## config.mk

```make
export PLATFORM = sky130hd
export DESIGN_NAME = mem_byte_ctrl
export DESIGN_NICKNAME = d
export VERILOG_FILES = /design/src/rtl/mem_byte_ctrl.sv
export SDC_FILE = /design/constraint.sdc
export NUM_CORES = 1
export LEC_CHECK = 0
export ABC_AREA = 0
export CORE_ASPECT_RATIO = 0.6
export CORE_MARGIN = 1.5
export CORE_UTILIZATION = 49
export DETAILED_ROUTE_END_ITERATION = 10
export PLACE_DENSITY = 0.77
export SYNTH_ARGS = -nofsm -noshare
export SYNTH_HDL_FRONTEND = slang
export SYNTH_SLANG_ARGS = --single-unit
```

## constraint.sdc

```tcl
create_clock -name clk -period 2.95 [get_ports clk]
set_input_delay 0.59 -clock clk [delete_from_list [all_inputs] [get_ports clk]]
set_output_delay 0.59 -clock clk [all_outputs]
set_load 0.01 [all_outputs]
```

## src/rtl/mem_byte_ctrl.sv

```systemverilog
// ============================================================================
// mem_byte_ctrl : serialises byte/half/word loads and stores onto an 8-bit RAM
// Optional alignment trap enabled by MEM_MISALIGN_CHK_EN.   Revision: 1.0
// ============================================================================
`default_nettype none

module mem_byte_ctrl #(
  parameter int ADDR_W = 17
) (
  input  logic              clk,
  input  logic              rst,
  input  logic              re_m,
  input  logic [1:0]        rvalid_bit,
  input  logic [31:0]       raddr_m,
  output logic [31:0]       rdata_m,
  input  logic              we_m,
  input  logic [1:0]        wvalid_bit,
  input  logic [31:0]       waddr_m,
  input  logic [31:0]       wdata_m,
  output logic              stall_req,
  output logic [ADDR_W-1:0] ram_addr,
  output logic              ram_we,
  output logic [7:0]        ram_wdata,
  input  logic [7:0]        ram_rdata,
  output logic              misalign_err
);

  typedef enum logic [1:0] {
    S_IDLE = 2'd0,
    S_RD   = 2'd1,
    S_WR   = 2'd2,
    S_DONE = 2'd3
  } state_t;

  state_t            state_q, state_d;
  logic [ADDR_W-1:0] addr_q, addr_d;
  logic [ADDR_W-1:0] ram_addr_q, ram_addr_d;
  logic [7:0]        ram_wdata_q, ram_wdata_d;
  logic [31:0]       wdata_q, wdata_d;
  logic [31:0]       asm_q, asm_d;
  logic [31:0]       rdata_q, rdata_d;
  logic [1:0]        size_q, size_d;
  logic [2:0]        cnt_q, cnt_d;

  logic              st_req, ld_req, req_valid, req_mis;
  logic [2:0]        last_k;
  logic [2:0]        cap_k;
  logic [ADDR_W-1:0] beat_addr;
  logic [31:0]       wshift;
  logic              unused_addr_hi;

  assign st_req    = we_m && (wvalid_bit != 2'b00);
  assign ld_req    = re_m && (rvalid_bit != 2'b00);
  assign req_valid = st_req || ld_req;
  assign stall_req = !rst && req_valid && (state_q != S_DONE);

  // Index of the final beat: 0, 1 or 3 for byte, half, word.
  assign last_k    = {1'b0, size_q[1] & size_q[0], size_q[1]};
  assign cap_k     = cnt_q - 3'd1;
  assign beat_addr = addr_q + ADDR_W'(cnt_q);
  assign wshift    = wdata_q >> {cnt_q[1:0], 3'b000};
  assign rdata_m   = rdata_q;
  assign unused_addr_hi = ^{raddr_m[31:ADDR_W], waddr_m[31:ADDR_W]};

`ifdef MEM_MISALIGN_CHK_EN
  logic misalign_q, misalign_d;

  function automatic logic is_mis(input logic [1:0] sz, input logic [1:0] a);
    return ((sz == 2'b10) && a[0]) || ((sz == 2'b11) && (a != 2'b00));
  endfunction

  assign req_mis      = st_req ? is_mis(wvalid_bit, waddr_m[1:0])
                               : is_mis(rvalid_bit, raddr_m[1:0]);
  assign misalign_d   = misalign_q || ((state_q == S_IDLE) && req_valid && req_mis);
  assign misalign_err = misalign_q;

  always_ff @(posedge clk) begin
    if (rst) misalign_q <= 1'b0;
    else     misalign_q <= misalign_d;
  end
`else
  assign req_mis      = 1'b0;
  assign misalign_err = 1'b0;
`endif

  always_comb begin
    state_d     = state_q;
    addr_d      = addr_q;
    wdata_d     = wdata_q;
    asm_d       = asm_q;
    rdata_d     = rdata_q;
    size_d      = size_q;
    cnt_d       = cnt_q;
    ram_addr_d  = ram_addr_q;
    ram_wdata_d = ram_wdata_q;
    ram_addr    = ram_addr_q;
    ram_wdata   = ram_wdata_q;
    ram_we      = 1'b0;
    case (state_q)
      S_IDLE: begin
        cnt_d = 3'd0;
        if (st_req) begin
          addr_d  = waddr_m[ADDR_W-1:0];
          wdata_d = wdata_m;
          size_d  = wvalid_bit;
          state_d = req_mis ? S_DONE : S_WR;
        end else if (ld_req) begin
          addr_d  = raddr_m[ADDR_W-1:0];
          size_d  = rvalid_bit;
          asm_d   = 32'd0;
          state_d = S_DONE;
          if (req_mis) rdata_d = 32'd0;
          else         state_d = S_RD;
        end
      end
      S_WR: begin
        ram_addr    = beat_addr;
        ram_wdata   = wshift[7:0];
        ram_we      = 1'b1;
        ram_addr_d  = beat_addr;
        ram_wdata_d = wshift[7:0];
        cnt_d       = cnt_q + 3'd1;
        if (cnt_q == last_k) state_d = S_DONE;
      end
      S_RD: begin
        if (cnt_q <= last_k) begin
          ram_addr   = beat_addr;
          ram_addr_d = beat_addr;
        end
        // Data for the address issued last beat arrives now.
        if (cnt_q != 3'd0) asm_d[{cap_k[1:0], 3'b000} +: 8] = ram_rdata;
        cnt_d = cnt_q + 3'd1;
        if (cnt_q == last_k + 3'd1) begin
          rdata_d = asm_d;
          state_d = S_DONE;
        end
      end
      default: state_d = S_IDLE;
    endcase
  end

  always_ff @(posedge clk) begin
    if (rst) begin
      state_q     <= S_IDLE;
      addr_q      <= '0;
      wdata_q     <= 32'd0;
      asm_q       <= 32'd0;
      rdata_q     <= 32'd0;
      size_q      <= 2'b00;
      cnt_q       <= 3'd0;
      ram_addr_q  <= '0;
      ram_wdata_q <= 8'd0;
    end else begin
      state_q     <= state_d;
      addr_q      <= addr_d;
      wdata_q     <= wdata_d;
      asm_q       <= asm_d;
      rdata_q     <= rdata_d;
      size_q      <= size_d;
      cnt_q       <= cnt_d;
      ram_addr_q  <= ram_addr_d;
      ram_wdata_q <= ram_wdata_d;
    end
  end

endmodule

`default_nettype wire

```

# Word level (Yosys, flattened, before mapping)
# Index checks and enable logic that the tools add are counted.
# classes
shifts	3
n_mux	19
add_sub_neg	5
n_eq_ne	10
reduce_logical	19
n_bitwise	1
n_lt_le_gt_ge	1
# ops
cell	count
32-bit two-way mux	3
32-bit one-hot mux with 2 select lines	1
17-bit two-way mux	3
17-bit one-hot mux with 2 select lines	1
32-bit bitwise mux	1
8-bit by 7-bit variable shift with 32-bit output (first input constant)	1
8-bit by 7-bit variable part select with 32-bit output	1
32-bit by 5-bit right shift with 8-bit output	1
17-bit by 3-bit adder with 17-bit output	1
2-bit two-way mux	6
2-bit inequality test (second input constant)	5
2-bit nonzero test	5
8-bit two-way mux	1
5-bit negator with 7-bit output	1
2-bit one-hot mux with 3 select lines	1
3-bit one-hot mux with 2 select lines	1
2-bit AND reduction	3
3-bit AND reduction	2
1-bit logical AND	4
2-bit by 1-bit adder with 3-bit output (second input constant)	1
3-bit by 1-bit adder with 3-bit output (second input constant)	1
3-bit by 2-bit == test with 1-bit output	1
3-bit == test	1
3-bit by 2-bit less-or-equal comparator with 1-bit output	1
other kinds (11)	11
# word_totals
inputBits	112
out_inout_bits	60
ff_bits	145

# Depth between registers and ports, before layout
# depth
depth_word	6
ltp_mapped	11
depth_no_buf	7

# Worst setup path before layout
# OpenSTA, ideal clock, no wires.
# synth_path
path_type	register -> output
startpoint	register cnt_q[0]
endpoint	output port ram_addr[10]
path_buffers	4
required_ns	2.360
stages_incl_launch_ff	12
path_slack_ns	0.214
t_arrival_ns	2.146
path_cell_list	dfxtp_1 > buf_6 > buf_12 > inv_1 > ha_1 > nand3b_4 > o31ai_2 > o21ai_2 > buf_2 > buf_2 > nand2_1 > o21ai_0
# synth_via
elab_chain_cells	3
word_cells_on_any_way	4
# synth_lines
item	line_no	text
from (decl)	43	logic [2:0] cnt_q, cnt_d;
from (signal assigned)	160	cnt_q <= cnt_d;
17-bit by 3-bit adder with 17-bit output or 3-bit by 2-bit less-or-equal comparator with 1-bit output (tied branches)	60, 126	
17-bit two-way mux	126	if (cnt_q <= last_k) begin
17-bit one-hot mux with 2 select lines (*)	n/a	
to (decl)	21	output logic [ADDR_W-1:0] ram_addr,
# Every way passes the cells marked *; elsewhere a longest branch is shown, timed or not.

# Worst setup path after layout
# layout_path
startpoint	register cnt_q[0]
endpoint	output port ram_addr[6]
# The elaborated chain is that of the path after synthesis.

==> summary.md <==
| Metric | Value |
|---|---|
| Final instance area | `slightly above 9000 µm²` |
| Slew @ Worst Pin | `between 0.9 and 1 ns` |
| Sequential-to-total area share from yosys stat | `approximately 44%` |
| Layout area overhead | `40.5%` |
| GRT Overall Usage | `around 28%` |
| Critical path class | `flop to output port` |
| DPL Wire Length | `between 10000 and 15000 µm` |
| Synth top cells by count | `dfxtp_1 (145), nand2_1 (128), nor2_1 (101), a21oi_1 (46), a22oi_1 (40)` |
| Max FO, Critical Path | `4` |
| Top-count cell post-synth | `dfxtp_1` |
| Worst Path Required | `about 2.4 ns` |
| Pleak | `between 3 and 4 nW` |
| Die span in x | `roughly 150 µm` |
| CTS tree | `done` |
| Cell row count | `32` |
| Area post-placement | `between 8000 and 9000 µm²` |
| Biggest area consumer among synthesized cells | `dfxtp_1` |
| Final Hold Viols | `0` |
| Routed WL | `around 20000 µm` |
| Slew Viols, Final | `0` |
| Int Pwr | `4.74 mW` |
| Initial antenna violation count | `0` |
| Clock power share | `29.8%` |
| Synth Area in Compound Gates | `about 18%` |
| Placer's final routability congestion estimate | `~0.84` |
| Yosys top cell area share | `between 40% and 50%` |
| RSZ-0062 raised after global routing | `true` |
| DRC Markers | `0` |
| # setup viols final | `0` |
| Antenna cells | `0` |
| Cells after synthesis | `between 700 and 800` |
| EDFF count, synth | `0` |
| Busiest grt layer | `met2` |
| Mux share of post-synthesis cell area | `8.04%` |
| Syn avg cell area | `8.92 µm²` |
| Switching share of power | `about 35%` |
| DR vias/cell | `5.81` |
| Fin util | `a little under three quarters` |
| IO Port Bufs | `140` |
| Pin count of the biggest net entering global routing | `between 90 and 100` |
| Drt first pass iters | `5` |
| Final Skew | `about 0.012 ns` |
| Synth area leaders | `dfxtp_1 (44%), nand2_1 (7.3%), nor2_1 (5.8%), a22oi_1 (4.6%), a22o_1 (4.1%)` |
| HP Class | `flop to flop` |
| Largest family of logic cells by synthesized area | `simple AND/OR/NAND/NOR gates` |
| Initial Util | `50.7%` |
| Vias | `approximately 6300` |
| Status | `finished clean` |
| Worst EP arrival | `2.33 ns` |
| CTS sink cnt | `~150` |
| Power Dens Cells | `793 nW/µm²` |
| M3 GR Usage | `under 10%` |
| Latest clock arrival within the worst-skew pair | `between 0.4 and 0.5 ns` |
| Cts hold-fix bufs | `0` |
| Layout Cells excl Fill | `between 1000 and 1500` |
| # IOs | `around 170` |
| Post-Syn Nets | `a little under 900` |
| Final global-route overflow total | `0` |
| Placed insts | `~1000` |
| Global routing usage on met2 | `a little under half` |
| H-tree levels | `4` |
| Root Driver | `clkbuf_16` |
| Post-synthesis cell type count | `53` |
| Post-synthesis adder-cell area fraction | `under 10%` |
| Number of global-route vias before repair | `approximately 6500` |
| Top_reg_cell synth | `dfxtp_1` |
| Max frequency | `around 0.34 GHz` |
| MaxCap Viol Count | `0` |
| NumNets Final | `1036` |
| Crit end category | `output port` |
| FFs w/ async S/R, synth | `0%` |
| Synth Cell Area | `approximately 6600 µm²` |
| P_sw | `approximately 2.6 mW` |
| First-pass GRT wire length | `between 30000 and 40000 µm` |
| Iteration-0 DRC Markers | `roughly 400` |
| Final Cycle Share | `between 90% and 100%` |
| TritonCTS buffer count | `17` |
| FF+latch count, synth | `roughly 150` |
| Met1 usage | `35.3%` |
| Wire per inst | `around 18 µm` |
| Die ar. | `~14000 µm²` |
| Final Critical Period | `just under 3 ns` |
| Clk pin slew, worst setup/hold paths | `about 0.070 ns` |
| Share of post-route cells with drive strength above 1 | `between 10% and 20%` |
| DRT antenna net count | `0` |
| Slew margin rel. | `36.4%` |
| Fin Setup TNS | `0 ns` |
| Syn. warnings | `0` |
| Max VDD drop | `roughly 600 µV` |
| Core Area | `between 10000 and 15000 µm²` |
| Register share of total power | `between 30% and 40%` |
| Post-Synth Simple-Gate Area | `20.4%` |
| Max Root-Sink Buffers | `2` |
| Post-synthesis xor/xnor area fraction | `about 1.6%` |
| Die H | `92.8 µm` |
| Combinational share of power | `between 30% and 40%` |
| Worst Setup Start Kind | `flop` |
==> placed cells by master, fill, tap and decap left out, types with 4 or more instances in the layout <==
| cell type | netlist | layout |
|---|---|---|
| dfxtp_1 | 145 | 138 |
| nand2_1 | 128 | 127 |
| clkdlybuf4s50_1 | 0 | 118 |
| nor2_1 | 101 | 96 |
| buf_4 | 1 | 55 |
| a21oi_1 | 46 | 42 |
| a22oi_1 | 40 | 40 |
| a22o_1 | 31 | 31 |
| mux2i_1 | 24 | 24 |
| a311oi_1 | 19 | 19 |
| clkbuf_16 | 0 | 17 |
| nor2b_1 | 16 | 15 |
| buf_2 | 15 | 15 |
| ha_1 | 16 | 11 |
| o21ai_0 | 16 | 10 |
| mux2_2 | 8 | 8 |
| a211oi_1 | 8 | 8 |
| nor3_1 | 7 | 7 |
| nand3b_1 | 7 | 7 |
| buf_6 | 2 | 7 |
| xnor2_1 | 7 | 6 |
| inv_6 | 0 | 6 |
| nand3_1 | 6 | 5 |
| inv_1 | 6 | 5 |
| o21ai_1 | 1 | 5 |
| nor2_2 | 0 | 5 |
| mux4_1 | 5 | 5 |
| ha_4 | 0 | 5 |
| dfxtp_2 | 0 | 5 |
| xor2_1 | 5 | 4 |
| and4b_1 | 4 | 4 |
| clkinvlp_4 | 0 | 4 |
==> kinds of logic after synthesis <==
family / after synthesis
DFF: 145
AOI/OAI and AO/OA: 172
other: 1
adders and majority gates: 17
buffers and inverters: 58
muxes: 40
and+or+nand+nor: 293
xor gates and xnor gates: 12
==> per-layer routing <==
metal / routed length [µm] / vias to the layer above / share of wire (%)
met4: 405 / 0 / 2.0
met1: 8840 / 3109 / 44
met2: 9560 / 229 / 48
met3: 1170 / 43 / 5.9
li1: - / 2955 / -
met5: 0 / - / 0
==> critical path, stage by stage, from the launching register on <==
cell and delay, ns:
dfxtp_4 0.37, ha_4 0.17, fa_2 0.39, a21oi_4 0.20, or2_4 0.20, buf_4 0.12, xnor2_1 0.14, a22o_1 0.18
buf_2 0.15
==> power by group through the flow <==
stage          Clock (mW)  Sequential (mW)  Combinational [mW]
5_1_grt              2.30             2.37                3.00
2_1_floorplan           0             2.33                1.36
3_3_place_gp            0             2.33                2.06
6_report             2.19             2.35                2.80
3_5_place_dp            0             2.35                2.14
4_1_cts              2.21             2.32                2.52
==> final cells by class <==
type	instances	area [µm²]
Fill cell	926	3720
Tap cell	170	213
Clock buffer	17	425
Timing Repair Buffer	202	1830
Clock inverter	15	170
Multi-Input combinational cell	535	3680
Sequential cell	145	2920
Inverter	6	22.5
==> repair_timing <==
item | in CTS | in global routing
setup endpoints to repair | 25 | 20
endpoints found under the hold margin | 0 | 0
buffers inserted | 12 | 11
cloned | 1 | 0
pin swaps | 12 | 20
resized for setup | 106 | 34
==> through the flow <==
step                      hold WS, ns  power (mW)  setup slack [ns]
after CTS                       0.457        7.05           -0.0838
after global routing            0.470        7.67           -0.0167
after detailed placement        0.447        4.48            -0.188
after floorplan                 0.432        3.69             0.214
final                           0.454        7.34            0.0286
after global placement          0.440        4.40            -0.126
==> registers in the layout, summed over array words and instances (netlist names), 3 cells and up <==
name / cells
cnt_q: 3
addr_q: 17
asm_q: 32
ram_addr_q: 17
rdata_m: 32
ram_wdata_q: 8
wdata_q: 32
==> path summary, 6_finish.rpt <==
kind          startpoint           to  slack [ns]  cells past startpoint
max             cnt_q[0]  ram_addr[6]        0.03                      8
max reg2reg     cnt_q[1]    asm_q[29]        0.42                      7
min reg2reg  wdata_q[12]  wdata_q[12]        0.45                      2
min          wdata_q[12]  wdata_q[12]        0.45                      2
No activity file was read; power rests on OpenSTA's default activity.
